==> config.mk <==
export PLATFORM = sky130hd
export DESIGN_NAME = pic_rx_packer
export DESIGN_NICKNAME = d
export VERILOG_FILES = /design/src/rtl/pic_rx_packer_pkg.sv /design/src/rtl/pic_wr_fifo.sv /design/src/rtl/pic_rx_packer.sv
export SDC_FILE = /design/constraint.sdc
export NUM_CORES = 1
export LEC_CHECK = 0
export BUFFER_PORTS_ARGS = -buffer_cell sky130_fd_sc_hd__buf_2
export CAP_MARGIN = 30
export CORE_MARGIN = 8
export CORE_UTILIZATION = 50
export DETAILED_ROUTE_END_ITERATION = 7
export PLACE_DENSITY = 0.75
export SETUP_SLACK_MARGIN = 0.4
export SLEW_MARGIN = 20
export SYNTH_ARGS = -nofsm -noshare
export SYNTH_HDL_FRONTEND = slang
export SYNTH_SLANG_ARGS = --single-unit
==> constraint.sdc <==
create_clock -name sys_clk -period 12.7 [get_ports sys_clk]
set_input_delay 0.635 -clock sys_clk [delete_from_list [all_inputs] [get_ports sys_clk]]
set_output_delay 0.635 -clock sys_clk [all_outputs]
set_load 0.05 [all_outputs]
==> src/rtl/pic_rx_packer_pkg.sv <==
// Shared types and constants for the picture-upload byte packer.
// Holds system state codes, frame geometry and the packer FSM encoding.
package pic_rx_packer_pkg;

  localparam logic [2:0] StateRxCode = 3'd1;
  localparam int unsigned PicWordsDefault = 393216;
  localparam int unsigned TimeoutDefault = 2700000;
  localparam int unsigned AddrWidth = 22;
  localparam int unsigned DataWidth = 32;
  localparam int unsigned EntryWidth = AddrWidth + DataWidth;

  typedef enum logic [1:0] {
    StIdle,
    StRecv,
    StDrain,
    StDone
  } pic_fsm_e;

endpackage

==> src/rtl/pic_wr_fifo.sv <==
// First-word fall-through write FIFO holding {addr, data} entries for the PSRAM side.
// A push into a full FIFO is accepted only if the head pops in the same cycle.
module pic_wr_fifo
  import pic_rx_packer_pkg::*;
#(
  parameter int unsigned DEPTH = 4,
  parameter int unsigned WIDTH = EntryWidth
) (
  input  logic             clk,
  input  logic             rst,
  input  logic             push,
  input  logic             pop,
  input  logic             flush,
  input  logic [WIDTH-1:0] wdata,
  output logic [WIDTH-1:0] rdata,
  output logic             full,
  output logic             empty
);

  localparam int unsigned PtrW = $clog2(DEPTH);

  logic [WIDTH-1:0] mem_q [DEPTH];
  logic [PtrW-1:0]  wr_ptr_q, rd_ptr_q;
  logic [PtrW:0]    count_q;
  logic             pop_ok, push_ok;

  assign empty   = (count_q == '0);
  assign full    = (count_q == (PtrW + 1)'(DEPTH));
  assign pop_ok  = pop && !empty;
  assign push_ok = push && (!full || pop_ok);
  assign rdata   = mem_q[rd_ptr_q];

  always_ff @(posedge clk or posedge rst) begin
    if (rst) begin
      wr_ptr_q <= '0;
      rd_ptr_q <= '0;
      count_q  <= '0;
      for (int i = 0; i < int'(DEPTH); i++) begin
        mem_q[i] <= '0;
      end
    end else if (flush) begin
      wr_ptr_q <= '0;
      rd_ptr_q <= '0;
      count_q  <= '0;
    end else begin
      if (push_ok) begin
        mem_q[wr_ptr_q] <= wdata;
        wr_ptr_q        <= wr_ptr_q + 1'b1;
      end
      if (pop_ok) begin
        rd_ptr_q <= rd_ptr_q + 1'b1;
      end
      count_q <= count_q + (PtrW + 1)'(push_ok) - (PtrW + 1)'(pop_ok);
    end
  end

endmodule

==> src/rtl/pic_rx_packer.sv <==
// Packs UART picture bytes big-endian into 32-bit words with incrementing PSRAM word
// addresses, buffers them for the PSRAM writer and pulses pic_rx_done per complete frame.
module pic_rx_packer
  import pic_rx_packer_pkg::*;
#(
  parameter int unsigned PIC_WORDS   = PicWordsDefault,
  parameter logic [2:0]  RX_CODE     = StateRxCode,
  parameter int unsigned TIMEOUT_CYC = TimeoutDefault,
  parameter int unsigned FIFO_DEPTH  = 4
) (
  input  logic        sys_clk,
  input  logic        sys_rst,
  input  logic [7:0]  uart_rx_data,
  input  logic        uart_rx_done,
  input  logic [2:0]  state,
  input  logic        wr_ready,
  output logic        wr_en,
  output logic [21:0] wr_addr,
  output logic [31:0] wr_data,
  output logic        pic_rx_done,
  output logic        rx_err
);

  localparam logic [22:0] PicWordsW = 23'(PIC_WORDS);
  localparam logic [31:0] TimeoutW  = 32'(TIMEOUT_CYC);

  pic_fsm_e    fsm_q;
  logic [23:0] shift_q;
  logic [1:0]  byte_cnt_q;
  logic [22:0] word_cnt_q;
  logic [21:0] next_addr_q;
  logic [31:0] gap_q;
  logic        armed_q, rx_err_q, done_q;

  logic                  rx_sel, in_recv, abort, timeout, push, pop, flush, overflow;
  logic                  fifo_full, fifo_empty;
  logic [EntryWidth-1:0] fifo_rdata;

  assign rx_sel   = (state == RX_CODE);
  assign in_recv  = (fsm_q == StRecv);
  assign abort    = in_recv && !rx_sel;
  assign timeout  = in_recv && rx_sel && !uart_rx_done && (gap_q + 32'd1 == TimeoutW);
  assign push     = in_recv && rx_sel && uart_rx_done && (byte_cnt_q == 2'd3);
  assign pop      = wr_en && wr_ready;
  assign flush    = abort || timeout;
  // A full FIFO whose head leaves this cycle still has room for the new word.
  assign overflow = push && fifo_full && !pop;

  assign wr_en                = !fifo_empty;
  assign {wr_addr, wr_data}   = fifo_rdata;
  assign pic_rx_done          = done_q;
  assign rx_err               = rx_err_q;

  pic_wr_fifo #(
    .DEPTH (FIFO_DEPTH),
    .WIDTH (EntryWidth)
  ) u_fifo (
    .clk   (sys_clk),
    .rst   (sys_rst),
    .push  (push),
    .pop   (pop),
    .flush (flush),
    .wdata ({next_addr_q, shift_q, uart_rx_data}),
    .rdata (fifo_rdata),
    .full  (fifo_full),
    .empty (fifo_empty)
  );

  always_ff @(posedge sys_clk or posedge sys_rst) begin
    if (sys_rst) begin
      fsm_q       <= StIdle;
      shift_q     <= '0;
      byte_cnt_q  <= '0;
      word_cnt_q  <= '0;
      next_addr_q <= '0;
      gap_q       <= '0;
      armed_q     <= 1'b1;
      rx_err_q    <= 1'b0;
      done_q      <= 1'b0;
    end else begin
      done_q <= 1'b0;
      unique case (fsm_q)
        StIdle: begin
          if (rx_sel && armed_q) begin
            fsm_q       <= StRecv;
            byte_cnt_q  <= '0;
            word_cnt_q  <= '0;
            next_addr_q <= '0;
            gap_q       <= '0;
            rx_err_q    <= 1'b0;
          end
        end
        StRecv: begin
          if (abort) begin
            fsm_q <= StIdle;
          end else if (timeout) begin
            rx_err_q <= 1'b1;
            fsm_q    <= StIdle;
          end else if (uart_rx_done) begin
            gap_q      <= '0;
            shift_q    <= {shift_q[15:0], uart_rx_data};
            byte_cnt_q <= byte_cnt_q + 2'd1;
            if (push) begin
              // Dropped words still consume an address so later words stay aligned.
              word_cnt_q  <= word_cnt_q + 23'd1;
              next_addr_q <= next_addr_q + 22'd1;
              if (overflow) begin
                rx_err_q <= 1'b1;
              end
              if (word_cnt_q + 23'd1 == PicWordsW) begin
                fsm_q <= StDrain;
              end
            end
          end else begin
            gap_q <= gap_q + 32'd1;
          end
        end
        StDrain: begin
          if (fifo_empty) begin
            fsm_q  <= StDone;
            done_q <= 1'b1;
          end
        end
        StDone: begin
          fsm_q   <= StIdle;
          armed_q <= 1'b0;
        end
        default: fsm_q <= StIdle;
      endcase
      if (!rx_sel) begin
        armed_q <= 1'b1;
      end
    end
  end

endmodule
; Yosys cells after proc, flatten, opt, wreduce, memory -nomap -nowiden
; Index checks and enable logic that the tools add are counted.
[word_totals]
ff_bits = 331
in_bits = 15
[op_classes]
add_sub_neg = 8
magnitude_cmp = 3
eq_ne = 21
mux = 52
n_bitwise = 5
n_reduce_logical = 32
[op_table]
columns = cell, count
row1 = bitwise mux 216 bit, 1
row2 = two-way mux 54 bit, 3
row3 = two-way mux 32 bit, 4
row4 = two-way mux 23 bit, 5
row5 = two-way mux 22 bit, 5
row6 = binary-select mux 54 bit (select 2 bit), 1
row7 = demux 54 bit (select 2 bit), 1
row8 = case mux 32 bit (2 select lines), 1
row9 = case mux 23 bit (2 select lines), 1
row10 = case mux 22 bit (2 select lines), 1
row11 = "adder 32 x 1 -> 32 bit, second input constant", 1
row12 = "equality test 32 x 22 -> 1 bit, second input constant", 1
row13 = two-way mux 2 bit, 15
row14 = "adder 23 x 1 -> 23 bit, second input constant", 1
row15 = "equality test 23 x 19 -> 1 bit, second input constant", 1
row16 = "adder 22 x 1 -> 22 bit, second input constant", 1
row17 = logical AND 1 bit, 13
row18 = AND reduction 6 bit, 2
row19 = two-way mux 1 bit, 10
row20 = AND reduction 5 bit, 2
row21 = "!= test 2 bit, second input constant", 4
row22 = "!= test 4 x 1 -> 1 bit, second input constant", 2
row23 = case mux 2 bit (4 select lines), 1
row24 = AND reduction 4 bit, 2
row25 = 24 further kinds, 42

; Longest topological paths before layout
; Gate-level depths: netlist of run 1.
[logic_depth]
ltp_word = 12
depth_mapped = 11
depth_no_buf = 9

; Modules after synthesis
; Synthesis of run 1 repeated with hierarchy kept, for this count alone.
[unflattened]
hier_cells = 1253
hier_area_um2 = 15808.9
[modules_own_cells]
columns = module, instances, cells_each, area_per_inst_um2, seq_area_each_um2
row1 = pic_wr_fifo, 1, 571, 9746.8, 5580.4
row2 = pic_rx_packer, 1, 682, 6062.1, 2703.8

; Worst setup path before layout of run 1
; Ideal clock, no wire load.
[synth_path]
path_kind = register to register
from = register gap_q[0]
to = register gap_q[0]
arrival_time_ns = 2.774
required_time_ns = 12.575
setup_slack_ns = 9.801
path_stages_with_launch = 11
path_buffers = 1
path_cell_list = dfrtp_1 -> ha_1 -> nand3_1 -> nor3_1 -> mux2_2 -> a2111oi_2 -> nand4_1 -> or4_1 -> buf_6 -> and3_4 -> mux2_2
[synth_between]
elab_chain_len = 5
word_cells_on_any_way = 9
classes_between = 1 x add/sub / 2 x eq/ne / 4 x mux / 2 x reduce/logical
[synth_lines]
columns = element, line
row1 = start: declaration, pic_rx_packer.sv:32  ; logic [31:0] gap_q;
row2 = start signal: assignment, pic_rx_packer.sv:115  ; gap_q <= gap_q + 32'd1;
row3 = adder 32 x 1 -> 32 bit *, "pic_rx_packer.sv:42, pic_rx_packer.sv:115"
row4 = equality test 32 x 22 -> 1 bit / two-way mux 32 bit (equally long branches), "pic_rx_packer.sv:42, pic_rx_packer.sv:99"
row5 = logical AND 1 bit / two-way mux 32 bit (equally long branches), "pic_rx_packer.sv:42, pic_rx_packer.sv:96"
row6 = != test 2 bit (no source line) / two-way mux 32 bit (equally long branches), --
row7 = AND reduction 4 bit (no source line) / case mux 32 bit (2 select lines) (equally long branches), --
; Every way passes the cells marked *; elsewhere a longest branch is shown, timed or not. The select of a mux whose other input is x is not followed.
; A chain may end at the register's enable or synchronous reset.

==> results.md, run 1 <==
- Yosys mapped a number of flops with a built-in enable equal to 0.
- The met2 routed wirelength is 16,300 microns.
- The first global-routing pass estimated 56,600 microns of wire.
- The total negative slack is 0 ns.
- Setup repair after global routing left no endpoint under its margin.
- Measured on the finished design, the core utilization comes to 0.569.
- The power density over the cells is 139 nW/um^2.
- The clock sink total is 331.
- The first-pass iteration count of the detailed router is 7.
- Once detail routing completed, the nets flagged for antenna violations numbered 0.
- The number of core rows is 65.
- The placed instances occupy a cell area of 16,500 sq um.
- The min-delay analysis places its worst path in the category primary input to async pin.
- The number of library cell types mapped by synthesis is 74.
- When the netlist entered floorplanning its net count stood at 1,277.
- Summed over all cells, the static leakage comes to 8.48 nW.
- Across the routed clock network, the largest skew measured is 0.0221 ns.
- The number of antenna violations at the first check in global routing was 1.
- From synthesis to final layout, the design area changed by 13.0%.
- The average size of a mapped cell is 12.6 sq um.
- The area of all placed cells without fillers is 17,800 sq um.
- The die covers 37,500 sq um.
- The total half-perimeter wirelength after legalization and detailed placement is 20,800 microns.
- The warning count from the yosys run is 0.
- The worst hold slack is 0.198 ns.
- The count of pins over their slew limit was 0.
- The pin count of the biggest net entering global routing is 93.
- The remaining design rule violation count is 0.
- The async set or reset register ratio after synthesis is 1.00.
- The worst setup path is captured at a register.
- After the first detailed-routing iteration, the DRC count stood at 647.
- Wires add up to 33,600 microns.
- For this run, the total global-route usage over all layers was measured as 0.180.
- The footprint of the multi-input gates is 7060 sq um.
- The number of nets in the final layout is 1,328.
- The run finished with clean final reports.
- The final setup violation count is 0.
- The via count of the first global-routing pass is 10,665.
- The reported net switching power is 0.000623 W.
- The design internal power is 0.00184 W.
- During I/O placement, the number of pins put on the boundary was 72.
- In the synthesized netlist the dominant register cell turns out to be sky130_fd_sc_hd__dfrtp_1.
- The sequential cell fraction of total power is 0.456.
- In this run, synthesis produced a sequential element count of 331.
- The total clock buffers created by CTS is 37.
- The met3 wire length is 1580 microns.
- Headroom to the max-slew limit came out at 0.405.
- Global routing finished with a remaining overflow of 0.
- Summing all flip-flop and latch instances after layout gives 8290 sq um.
- TritonCTS built the clock tree.
- The switching fraction of total power is 0.253.
- In this run the worst path has a maximum fanout of 21.
- Measured along the x axis, the die boundary spans 194 microns.
- The area of the core is 31,300 sq um.
- Based on the critical path, the design can be clocked at up to 0.263 GHz.
- The largest buffer count on any clock path is 3.
- Ranked by total cell area, the synthesized netlist is headed by sky130_fd_sc_hd__dfrtp_1 52%, sky130_fd_sc_hd__mux2_2 17%, sky130_fd_sc_hd__mux4_2 7.7%.
- CTS placed an instance of sky130_fd_sc_hd__clkbuf_16 at the clock tree root.
- STA puts the critical path data arrival time at 4.20 ns.
- In this run, post-CTS hold repair placed 0 buffers.
- The final route contains 10,350 vias.
- The portion of total power attributed to combinational logic is 0.108.
- At the end of routability-driven placement, the weighted congestion stood at 0.875.
- The highest ir drop seen on vdd is 0.126 mV.
- Clock-pin slew was measured on the worst setup and hold paths at 0.06 ns.
- The max-cap check violation count is 0.
- The met1 wire length is 15,100 microns.
- The highest layer touched by signal routing is met5.
- The worst setup path is launched from a register.
- The number of antenna diodes is 0.
- Summed over all instances, the cell type with the most area after synthesis is sky130_fd_sc_hd__dfrtp_1.
- In the synthesized netlist, the number of instances is 1,250.
- The post-route fraction of the period consumed by the critical path is 0.300.
- The number of endpoints with negative hold slack in the final report is 0.
- The total of fill cells in the finished design is 2,454.
- The cell total after placement is 1,662.
- The setup path with the least slack is of type register to register.
- At the later pin of the worst-skew pair, clock insertion delay measures 0.53 ns.
- The total of buffers placed on input and output ports is 71.
- In the final routed layout, each cell accounts on average for 19.4 microns.
- After synthesis the cells add up to 15,800 sq um.
- Leaving out filler cells and counting taps, the final layout contains 1,731.
- The share of synthesized area in the top cell type comes to 0.524.
- The number of setup buffers added after CTS is 0.
- The final critical delay including setup and external delays is 3.80 ns.
- In the final layout, the share of cells above drive strength 1 is 0.357.
- In this run, post-CTS repair resized a total of 0 instances.
- The actual transition at the worst max-transition pin is 0.893 ns.
- Dividing the detail-routed via count by the number of cells gives 5.98.
- The clock network fraction of design power is 0.436.
- The H-tree depth is 2.
- At the worst endpoint, the required time is 13.10 ns.
- The initial utilization of the core area, before any placement, comes to 0.503.
- The floorplan die height is 194 microns.
- The share of the Yosys chip area taken by registers is 0.526.
[cells in the mapped netlist (3+ instances only)]
master and count:
sky130_fd_sc_hd__a21oi_1 15, sky130_fd_sc_hd__a22o_1 3, sky130_fd_sc_hd__a31oi_1 17, sky130_fd_sc_hd__and2_1 5, sky130_fd_sc_hd__and3_1 12, sky130_fd_sc_hd__and4_1 9
sky130_fd_sc_hd__buf_1 4, sky130_fd_sc_hd__buf_2 5, sky130_fd_sc_hd__clkbuf_1 63, sky130_fd_sc_hd__clkbuf_8 4, sky130_fd_sc_hd__dfrtp_1 330, sky130_fd_sc_hd__ha_1 11
sky130_fd_sc_hd__inv_1 20, sky130_fd_sc_hd__mux2_2 238, sky130_fd_sc_hd__mux4_2 54, sky130_fd_sc_hd__nand2_1 101, sky130_fd_sc_hd__nand2b_1 6, sky130_fd_sc_hd__nand3_1 33
sky130_fd_sc_hd__nand4_1 30, sky130_fd_sc_hd__nor2_1 56, sky130_fd_sc_hd__nor3_1 16, sky130_fd_sc_hd__nor3b_1 3, sky130_fd_sc_hd__nor4_1 9, sky130_fd_sc_hd__nor4b_1 3
sky130_fd_sc_hd__o21ai_0 75, sky130_fd_sc_hd__o31ai_1 13, sky130_fd_sc_hd__o41ai_1 9, sky130_fd_sc_hd__or3_1 6, sky130_fd_sc_hd__xnor2_1 19, sky130_fd_sc_hd__xor2_1 23
[per-layer routing]
layer  up-vias  GRT usage
met3        49     0.0309
met1      5342      0.247
met5         -          0
met4         2     0.0442
li1       4704          -
met2       253      0.294
[logic make-up (layout without fill, tap and decap cells)]
group                      after synthesis  count (layout)  synth area share
xor gates and xnor gates                42              42            0.0233
AOI/OAI and AO/OA                      160             160            0.0631
buffers and inverters                  100             179            0.0278
and+or+nand+nor                        312             312             0.102
adders and majority gates               12              12            0.0100
DFF                                    331             331             0.526
muxes                                  293             293             0.248
[power by group through the flow]
stage	logic (W)	clock network [W]	registers, W
6_report	0.000265	0.00108	0.00112
5_1_grt	0.000293	0.00114	0.00113
4_1_cts	0.000272	0.00110	0.00112
3_5_place_dp	0.000272	0	0.00114
3_3_place_gp	0.000216	0	0.00117
2_1_floorplan	0.000214	0	0.00111
[registers in the layout, summed over array words and instances (netlist names), 2 cells and up, named ones only]
signal and count:
u_fifo.rd_ptr_q 2, next_addr_q 22, byte_cnt_q 2, u_fifo.mem_q 216
gap_q 32, u_fifo.count_q 3, u_fifo.wr_ptr_q 2, word_cnt_q 23
shift_q 24
[stage by stage]
stage / setup WS (ns) / power (W)
2_1_floorplan: 2.90 / 0.00132
3_3_place_gp: 8.36 / 0.00139
3_5_place_dp: 8.25 / 0.00141
4_1_cts: 8.22 / 0.00249
5_1_grt: 8.61 / 0.00256
6_report: 8.90 / 0.00247
[cell type report]
| class | instances | area share |
|---|---|---|
| tap | 402 | 0.0283 |
| inverter | 20 | 0.00464 |
| clock inverter | 14 | 0.00843 |
| multi-input combinational | 819 | 0.397 |
| clock buffer | 53 | 0.0616 |
| sequential | 331 | 0.466 |
| timing repair buffer | 92 | 0.0347 |
[critical path, cell delays in order, from the launching register on]
cell                       delay, ns
sky130_fd_sc_hd__dfrtp_1        0.45
sky130_fd_sc_hd__nand2b_1       0.54
sky130_fd_sc_hd__nor2_1         0.44
sky130_fd_sc_hd__nand2_1        0.51
sky130_fd_sc_hd__nor4b_1        0.44
sky130_fd_sc_hd__nand4_1        0.12
sky130_fd_sc_hd__or4_1          0.62
sky130_fd_sc_hd__and3_4         0.28
sky130_fd_sc_hd__mux2_2         0.26
[final timing paths]
| check | start | to | slack (ns) | cells after the start |
|---|---|---|---|---|
| max | register | gap_q[0] | 8.90 | 8 |
| min | sys_rst | u_fifo.mem_q[158] | 0.20 | 2 |
| max reg2reg | register | gap_q[0] | 8.90 | 8 |
| min reg2reg | u_fifo.mem_q[145] | u_fifo.mem_q[145] | 0.48 | 2 |
| max in group asynchronous | sys_rst | u_fifo.mem_q[111] | 10.65 | 6 |
| min in group sys_clk | uart_rx_data[7] | u_fifo.mem_q[61] | 0.39 | 2 |
[cell usage in the layout (no fill, tap or decap), types with 3 or more instances in the layout]
cell                          n
sky130_fd_sc_hd__buf_16       5
sky130_fd_sc_hd__mux4_2      54
sky130_fd_sc_hd__clkbuf_1     6
sky130_fd_sc_hd__nor3_1      15
sky130_fd_sc_hd__nand3_1     33
sky130_fd_sc_hd__nand4_1     30
sky130_fd_sc_hd__o21ai_1      4
sky130_fd_sc_hd__nand2_1     97
sky130_fd_sc_hd__clkbuf_16   38
sky130_fd_sc_hd__a22o_1       3
sky130_fd_sc_hd__o41ai_1      9
sky130_fd_sc_hd__buf_2       71
sky130_fd_sc_hd__dfrtp_1    328
sky130_fd_sc_hd__or3_1        6
sky130_fd_sc_hd__nor4_1       9
sky130_fd_sc_hd__and2_1       5
sky130_fd_sc_hd__inv_1       19
sky130_fd_sc_hd__and4_1       9
sky130_fd_sc_hd__o31ai_1     13
sky130_fd_sc_hd__clkinv_2     9
sky130_fd_sc_hd__ha_1        11
sky130_fd_sc_hd__o21ai_0     73
sky130_fd_sc_hd__mux2_2     238
sky130_fd_sc_hd__nand2b_1     6
sky130_fd_sc_hd__nor2_1      55
sky130_fd_sc_hd__buf_4       15
sky130_fd_sc_hd__xnor2_1     19
sky130_fd_sc_hd__a21oi_1     15
sky130_fd_sc_hd__xor2_1      23
sky130_fd_sc_hd__nand2_2      4
sky130_fd_sc_hd__a31oi_1     17
sky130_fd_sc_hd__nor4b_1      3
sky130_fd_sc_hd__and3_1      12
sky130_fd_sc_hd__clkbuf_8     9
Note: power is estimated with default switching activity, not from simulation.
==> inputs of run 2 (changes only) <==
clock period = 3.6 ns   (was 12.7 ns; I/O delays follow)
==> run 2 against run 1 <==
  * Core utilization rose by 0.36 points
  * Non-clock buffer count rose by 23
  * Worst setup slack got worse by 8.3 ns
  * Die area did not move
  * Sequential cell count did not move
  * Maximum frequency rose by 27%
  * Hold slack got worse by 0.13 ns
  * Clock-buffer cell count fell by 5
  * Clock skew barely moved
  * Sequential power rose to 3.7 times the previous value
  * Largest cell class unchanged
  * Sequential share of layout area fell by 0.28 points
  * Global-route usage rose by 0.49 points
==> results.md, run 2 (synthesized netlist as in run 1, its figures left out) <==
- The flow ran to the end, and the final reports show no timing, DRC or antenna violations.
- The worst setup path is captured at a register.
- The total wirelength of the detailed-routed design was 34,000 microns (+1.3%).
- The path class of the tightest hold or removal check is primary input to register.
- The footprint of the multi-input gates is 7060 sq um (about the same).
- The count of placed standard cells in the final layout, fillers left out is 1,751 (+1.2%).
- The post-route clock skew was 0.0218 ns (-0.000360 ns).
- The fraction of layout instances using a drive strength above 1 is 0.362 (+0.00509).
- The floorplan die height is 194 microns (unchanged).
- The final standard cell utilization of the core is 0.572 (+0.00364).
- The number of vias in the routed layout came to 10,350 (unchanged).
- The worst-path cell with the longest stage delay is sky130_fd_sc_hd__or4_4.
- The number of antenna violations at the first check in global routing is 1 (unchanged).
- The post-detailed-route count of antenna-violating nets is 0 (unchanged).
- The actual transition at the worst max-transition pin is 0.910 ns (+0.0169 ns).
- The H-tree depth is 2 (unchanged).
- The clock network fraction of design power was 0.439 (+0.003).
- The die outline area is 37,500 sq um (unchanged).
- The portion of total power attributed to combinational logic is 0.080 (-0.028).
- The remaining design rule violation count is 0 (unchanged).
- The worst endpoint required time is 4.00 ns (-9.10 ns).
- The layout overhead on the synthesized area is 13.7%.
- The critical path data arrival time is 3.39 ns (-0.81 ns).
- By instance count, the cell type seen most on the critical path is sky130_fd_sc_hd__mux2_2.
- The via count of the first global-routing pass is 10,784 (+1.1%).
- Setup repair after global routing left no endpoint under its margin.
- In the final layout, the registers with the most flip-flops are u_fifo.mem_q: 216 flops, gap_q: 32 flops, shift_q: 24 flops.
- u_fifo.mem_q holds more flip-flops than any other register.
- The path type of the worst setup path is register to register.
- The via-per-instance ratio was 5.91 (-1.1%).
- The first-pass iteration count of the detailed router is 5 (-2).
- The total half-perimeter wirelength after legalization and detailed placement is 20,800 microns (about the same).
- The post-CTS setup buffer count was 0 (unchanged).
- The final critical delay including setup and external delays is 2.99 ns (-0.815 ns).
- The final routed wire length divided by cell count was 19.4 microns (+0.12%).
- The total area of sequential cells is 8290 sq um (about the same).
- In this run the clock root is driven by a sky130_fd_sc_hd__clkbuf_16.
- The number of antenna diodes is 0 (unchanged).
- The total of fill cells in the finished design is 2,477 (+0.94%).
- The source-to-sink clock delay at the later pin of the worst-skew pair is 0.53 ns (about the same).
- The CTS tree is built.
- The maximum fanout along the worst path is 10 (-52%).
- The highest ir drop seen on vdd is 0.376 mV (+200%).
- The starting density of the core is 0.503 (unchanged).
- The post-route fraction of the period consumed by the critical path is 0.830 (+0.531).
- The area of the core is 31,300 sq um (unchanged).
- The boundary pin count is 72 (unchanged).
- The cell leakage power is 8.54 nW (+0.68%).
- The power density over the cells is 483 nW/um^2 (+250%).
- The delay contributed by the slowest stage of the critical path is 0.54 ns (-0.08 ns).
- The setup slack of the worst register-to-register path is 0.61 ns (-8.28 ns).
- The sequential cell fraction of total power is 0.481 (+0.025).
- The first-pass GRT wire length is 57,700 microns (+1.9%).
- The max-cap check violation count is 0 (unchanged).
- The area of placed instances came to 16,600 sq um (+0.33%).
- The cell total after placement is 1,677 (+0.90%).
- The total clock buffers created by CTS is 36 (-2.7%).
- The maximum operating frequency is 0.334 GHz (+27%).
- The library cell used most frequently in the layout, excluding fill and tap cells, is sky130_fd_sc_hd__dfrtp_1.
- The number of DRC markers in iteration 0 is 684 (+5.7%).
- The critical path goes through ha_1 -> nand3_1 -> nor3_1 -> mux2_2 -> a2111oi_2 -> nand4_1 -> or4_4 -> and3_4 -> mux2_2.
- The chip width came to 194 microns (unchanged).
- The reported net switching power was 0.00218 W (+250%).
- The number of nets in the final layout is 1,350 (+1.7%).
- The final setup violation count is 0 (unchanged).
- The pin count of the biggest net entering global routing is 115 (+24%).
- In the layout the commonest cells are 326 x sky130_fd_sc_hd__dfrtp_1, 238 x sky130_fd_sc_hd__mux2_2, 96 x sky130_fd_sc_hd__nand2_1, 73 x sky130_fd_sc_hd__o21ai_0, 71 x sky130_fd_sc_hd__buf_2.
- The CTS clock-pin slew for the worst setup and hold paths is 0.06 ns (about the same).
- The number of flip-flops under the largest register name came to 216 (unchanged).
- The area of all placed cells without fillers is 17,900 sq um (+0.64%).
- The count of pins over their slew limit is 0 (unchanged).
- The clock sink total came to 331 (unchanged).
- The final weighted congestion of routability-driven global placement is 0.918 (+4.8%).
- The worst slew slack as a fraction of its limit was 0.394 (-0.0112).
- The largest buffer count on any clock path came to 3 (unchanged).
- The design internal power is 0.00647 W (+250%).
- The switching fraction of total power was 0.252 (-0.000925).
- The total track usage is 0.185 (+0.00493).
- The launching element type of the critical path is a register.
- The total of buffers placed on input and output ports came to 71 (unchanged).
- The overall overflow remaining after global route was 0 (unchanged).
- The number of core rows came to 65 (unchanged).
- The number of endpoints with negative hold slack in the final report is 0 (unchanged).
-- run 2: cell count changes in the layout (fill, tap and decap cells not counted), sizes merged --
| cell | before | now |
|---|---|---|
| clkbuf | 53 | 48 |
| bufinv | 2 | 4 |
| dlygate4sd3 | 0 | 10 |
| buf | 92 | 105 |
| clkinv | 11 | 9 |
| clkinvlp | 0 | 2 |
-- run 2: what timing repair did --
action | in CTS | in global routing
gates resized for setup | 0 | 5
endpoints found under the hold margin | 49 | 0
hold buffers | 10 | 0
endpoints found under the setup margin | 0 | 14
-- run 2: area by class of cell --
cell class              instances  area share
clock buffers                  48      0.0567
multi-input cells             819       0.394
flip-flops and latches        331       0.463
clock inverters                16      0.0119
inverters                      20     0.00440
well taps                     402      0.0281
repair buffers                115      0.0418
-- run 2: worst paths after layout --
| check | from | to | cells past startpoint |
|---|---|---|---|
| worst max-delay path | gap_q[0] | gap_q[0] | 9 |
| worst min-delay path | wr_ready | u_fifo.wr_ptr_q[0] | 4 |
| worst max register to register | gap_q[0] | gap_q[0] | 9 |
| worst min register to register | u_fifo.mem_q[199] | u_fifo.mem_q[199] | 2 |
| max in group asynchronous | sys_rst | gap_q[9] | 4 |
| min in group asynchronous | sys_rst | u_fifo.mem_q[163] | 3 |
-- run 2: critical path, delay by kind of cell (launching register included) --
kind | cells | cell delay, ns
muxes | 2 | 0.64
and+or+nand+nor | 5 | 1.34
DFF | 1 | 0.35
adders and majority gates | 1 | 0.27
AOI/OAI and AO/OA | 1 | 0.28
-- run 2: layer usage --
layer,up-vias,GRT usage,share of wire
met5,-,0,0.00029
met4,2,0.0590,0.018
met3,46,0.0290,0.044
met2,218,0.304,0.49
met1,5333,0.248,0.45
li1,4751,-,-
-- run 2: metrics by stage --
| step | power [W] | setup WS [ns] | hold slack (ns) | setup TNS, ns |
|---|---|---|---|---|
| 5_1_grt | 0.00898 | 0.402 | 0.0947 | 0 |
| 3_5_place_dp | 0.00493 | 0.434 | 0.188 | 0 |
| 4_1_cts | 0.00876 | 0.425 | 0.0543 | 0 |
| 3_3_place_gp | 0.00493 | 0.447 | 0.187 | 0 |
| 2_1_floorplan | 0.00468 | -1.00 | 0.331 | -329.95 |
| 6_report | 0.00865 | 0.610 | 0.0702 | 0 |
-- run 2: power by group through the flow --
stage | logic, W | clock network [W] | registers, W
floorplan | 0.000754 | 0 | 0.00392
global placement | 0.000682 | 0 | 0.00424
detailed placement | 0.000691 | 0 | 0.00424
CTS | 0.000702 | 0.00388 | 0.00417
global route | 0.000763 | 0.00402 | 0.00420
finish | 0.000692 | 0.00380 | 0.00416
==> inputs of run 3 (changes only) <==
ABC_AREA = 1   (was unset)
clock period = 3.1 ns   (was 3.6 ns; I/O delays follow)
==> run 3 against run 2 <==
  * Total power grew 68%
  * Critical path depth shrank 4
  * Largest power group is now combinational logic
  * Non-clock buffer count grew 1
  * Die area grew 0.62%
  * Via count grew 33%
  * Combinational power grew to 7.2 times the previous value
==> results.md, run 3 <==
- The final critical-path setup slack is 0.556 ns (-0.0545 ns).
- The final standard cell utilization of the core came to 0.578 (+0.00585).
- The area share of the leading cell type in the synthesized netlist is 0.521 (-0.00347).
- The chip width is 194 microns (+0.31%).
- The number of endpoints with negative hold slack in the final report was 0 (unchanged).
- The H-tree depth is 2 (unchanged).
- The total half-perimeter wirelength after legalization and detailed placement is 25,000 microns (+20%).
- The maximum operating frequency is 0.393 GHz.
- The fraction of layout instances using a drive strength above 1 was 0.102 (-0.259).
- The area of the mapped netlist is 15,900 sq um (+0.67%).
- The number of DRC markers in iteration 0 is 1,338 (+96%).
- The max-cap check violation count is 0 (unchanged).
- The floorplan die height is 194 microns (+0.31%).
- The total clock buffers created by CTS is 37 (+2.8%).
- The largest buffer count on any clock path came to 3 (unchanged).
- The number of flip-flops under the largest register name is 216 (unchanged).
- Clock tree synthesis selected as its root buffer the cell sky130_fd_sc_hd__clkbuf_16.
- The maximum fanout along the worst path is 55 (+45).
- The die outline area is 37,700 sq um (+0.62%).
- The warning count from the yosys run is 0 (unchanged).
- Subtracting the final worst setup slack from the clock period gives 2.54 ns.
- The cell leakage power is 8.30 nW (-2.8%).
- The area of the core is 31,400 sq um (+0.26%).
- Grouping stages by cell kind, the critical path spends the most delay in buffers and inverters.
- The remaining design rule violation count is 0 (unchanged).
- The power density over the cells is 801 nW/um^2 (+66%).
- The startpoint identified for the worst hold timing path is uart_rx_done.
- The footprint of the multi-input gates is 6640 sq um (-6.0%).
- The net count of the mapped netlist was 2,022 (+58%).
- The total of fill cells in the finished design is 2,753 (+11%).
- Setup repair after global routing could not meet its margin everywhere.
- The path type of the worst setup path is register to output pin.
- The library cells used most frequently in the layout, excluding fill and tap cells, are 517 x sky130_fd_sc_hd__nand2_1, 402 x sky130_fd_sc_hd__o21ai_0, 328 x sky130_fd_sc_hd__dfrtp_1, 224 x sky130_fd_sc_hd__nor2_1, 142 x sky130_fd_sc_hd__inv_1.
- The register bit total from synthesis is 331 (unchanged).
- The worst endpoint required time came to 2.94 ns (-1.06 ns).
- The via-per-instance ratio was 5.59 (-5.5%).
- The worst slew slack as a fraction of its limit is 0.540 (+0.146).
- The boundary pin count is 72 (unchanged).
- The buffers plus inverters on the worst setup path is 3 (+3).
- The gate count of the mapped netlist is 1,995 (+60%).
- The delay contributed by the slowest stage of the critical path is 0.49 ns (-0.05 ns).
- Dividing the final minimum period by the clock period gives 0.821.
- The number of antenna violations at the first check in global routing came to 0 (-1).
- The critical path data arrival time came to 2.39 ns (-1.00 ns).
- The total track usage was 0.210 (+0.0255).
- The total of buffers placed on input and output ports came to 71 (unchanged).
- The main flop type after synthesis is sky130_fd_sc_hd__dfrtp_1.
- The post-detailed-route count of antenna-violating nets is 0 (unchanged).
- The sequential cell area fraction in the yosys report is 0.522 (-0.00348).
- The average size of a mapped cell was 7.95 sq um (-37%).
- The starting density of the core is 0.505 (+0.00204).
- The number of antenna diodes is 0 (unchanged).
- The actual transition at the worst max-transition pin is 0.690 ns (-0.219 ns).
- The number of library cell types mapped by synthesis is 41 (-45%).
- The startpoint of the most critical register-to-register path is gap_q[0].
- The critical path starts at u_fifo.rd_ptr_q[0].
- The post-route clock skew was 0.0192 ns (-0.00257 ns).
- The overall overflow remaining after global route is 0 (unchanged).
- The final routed wire length divided by cell count is 16.1 microns (-17%).
- The final weighted congestion of routability-driven global placement was 0.915 (-0.25%).
- Among all cell types in the netlist, the one instantiated most often is sky130_fd_sc_hd__nand2_1.
- The clock sink total is 331 (unchanged).
- The highest ir drop seen on vdd came to 0.474 mV (+26%).
- The area growth from synthesis to layout is 14.4%.
- The setup slack after placement is 0.477 ns (+0.0433 ns).
- The total area of sequential cells was 8290 sq um (about the same).
- The launching element type of the critical path is a register.
- The number of flops mapped to enable cells by yosys was 0 (unchanged).
- The first-pass iteration count of the detailed router was 6 (+1).
- The first-pass GRT wire length is 67,400 microns (+17%).
- u_fifo.mem_q holds more flip-flops than any other register.
- The via count of the first global-routing pass is 13,596 (+26%).
- The nature of the critical path endpoint is an output pin.
- The run finished with clean final reports.
- The number of vias in the routed layout came to 13,815 (+33%).
- The largest total area in the synthesized netlist belongs to sky130_fd_sc_hd__dfrtp_1.
- The count of pins over their slew limit is 0 (unchanged).
- Sorting the synthesized cells by how often they occur yields 517 x sky130_fd_sc_hd__nand2_1, 403 x sky130_fd_sc_hd__o21ai_0, 330 x sky130_fd_sc_hd__dfrtp_1, 226 x sky130_fd_sc_hd__nor2_1, 144 x sky130_fd_sc_hd__inv_1.
- The final setup violation count is 0 (unchanged).
- The async set or reset register ratio after synthesis is 1.00 (unchanged).
- The type of the worst min-delay path is primary input to register.
- The source-to-sink clock delay at the later pin of the worst-skew pair is 0.53 ns (about the same).
- The signal on the critical path passes through clkinv_2 -> buf_12 -> o21ai_0 -> o22ai_1 -> buf_2.
- The pin count of the biggest net entering global routing was 123 (+7.0%).
- The largest registers in the layout are u_fifo.mem_q: 216 flops, gap_q: 32 flops, shift_q: 24 flops.
- The number of core rows came to 65 (unchanged).
- The number of nets in the final layout is 2,074 (+54%).
- The total negative slack is 0 ns (unchanged).
- The worst-path cell with the longest stage delay is sky130_fd_sc_hd__dfrtp_4.
- By area the synthesized netlist is led by sky130_fd_sc_hd__dfrtp_1 52%, sky130_fd_sc_hd__o21ai_0 13%, sky130_fd_sc_hd__nand2_1 12%.
- The CTS clock-pin slew for the worst setup and hold paths is 0.06 ns (about the same).
- The leading cell type in the layout, fill and taps excluded is sky130_fd_sc_hd__nand2_1.
- The CTS tree is built.
- The total wirelength of the detailed-routed design is 39,800 microns (+17%).
## run 3: cell count changes in the layout (fill, tap and decap cells not counted), sizes merged, moves of 35 or more
cell,change
nand2,+426
o21ai,+342
mux2,-238
nor2,+185
inv,+125
mux4,-54
o22ai,+52
nand3,+35
## run 3: report_power, final
part | total [W] | internal (W) | switching (W) | leakage [nW]
clock network | 0.00458 | 0.00283 | 0.00175 | 0.633
registers | 0.00495 | 0.00470 | 0.000251 | 4.53
logic | 0.00500 | 0.00117 | 0.00384 | 3.13
## run 3: logic make-up after synthesis
family | after synthesis | share of synthesized area
and+or+nand+nor | 886 | 0.233
DFF | 331 | 0.522
buffers and inverters | 251 | 0.0612
AOI/OAI and AO/OA | 505 | 0.169
adders and majority gates | 12 | 0.00994
xor gates and xnor gates | 10 | 0.00552
## run 3: final cells by class
type,instances,share of cell area
Sequential cell,331,0.457
Multi-Input combinational cell,1413,0.366
Clock buffer,56,0.0639
Timing Repair Buffer,116,0.0472
Inverter,148,0.0312
Tap cell,402,0.0277
Clock inverter,6,0.00738
## run 3: metal layers
layer	wire [microns]	track usage	up-vias
li1	-	-	6649
met1	17600	0.277	6667
met2	19000	0.352	425
met3	2180	0.0309	74
met4	1010	0.0690	0
met5	0	0	-
## run 3: path summary, 6_finish.rpt
check / endpoint / slack (ns) / cells past startpoint
worst max-delay path: wr_data[9] / 0.56 / 5
worst min-delay path: rx_err / 0.09 / 5
worst max register to register: gap_q[18] / 0.59 / 17
worst min register to register: armed_q / 0.47 / 2
max in group asynchronous: u_fifo.rd_ptr_q[0] / 1.68 / 5
min in group asynchronous: u_fifo.mem_q[31] / 0.28 / 3
## run 3: what timing repair did
action | in CTS | in global routing
setup endpoints to repair | 0 | 35
endpoints found under the hold margin | 54 | 0
hold buffers | 11 | 0
buffers inserted | 0 | 1
resized for setup | 0 | 7
## run 3: worst register-to-register path, cell delays in order (launching register included)
cell and delay, ns:
sky130_fd_sc_hd__dfrtp_1 0.39, sky130_fd_sc_hd__ha_1 0.21, sky130_fd_sc_hd__nand2_2 0.10, sky130_fd_sc_hd__nor2_8 0.19, sky130_fd_sc_hd__nand2_4 0.08, sky130_fd_sc_hd__nor2_4 0.17
sky130_fd_sc_hd__nand2_1 0.07, sky130_fd_sc_hd__nand2_1 0.06, sky130_fd_sc_hd__nand2_1 0.06, sky130_fd_sc_hd__nor2_1 0.14, sky130_fd_sc_hd__nand2_1 0.12, sky130_fd_sc_hd__nor2_4 0.12
sky130_fd_sc_hd__nand3_4 0.08, sky130_fd_sc_hd__nand2_4 0.13, sky130_fd_sc_hd__inv_4 0.12, sky130_fd_sc_hd__buf_12 0.19, sky130_fd_sc_hd__nand2_1 0.11, sky130_fd_sc_hd__o21ai_2 0.06
## run 3: through the flow
step | area, sq um | power [W] | hold WS [ns] | instances
after global routing | 18100 | 0.0153 | 0.114 | 2472
after detailed placement | 16700 | 0.0100 | 0.284 | 2398
after floorplan | 15900 | 0.00862 | 0.276 | 1995
after global placement | 16600 | 0.00995 | 0.286 | 2395
after CTS | 18100 | 0.0146 | 0.0635 | 2471
final | 18100 | 0.0145 | 0.0916 | 2472
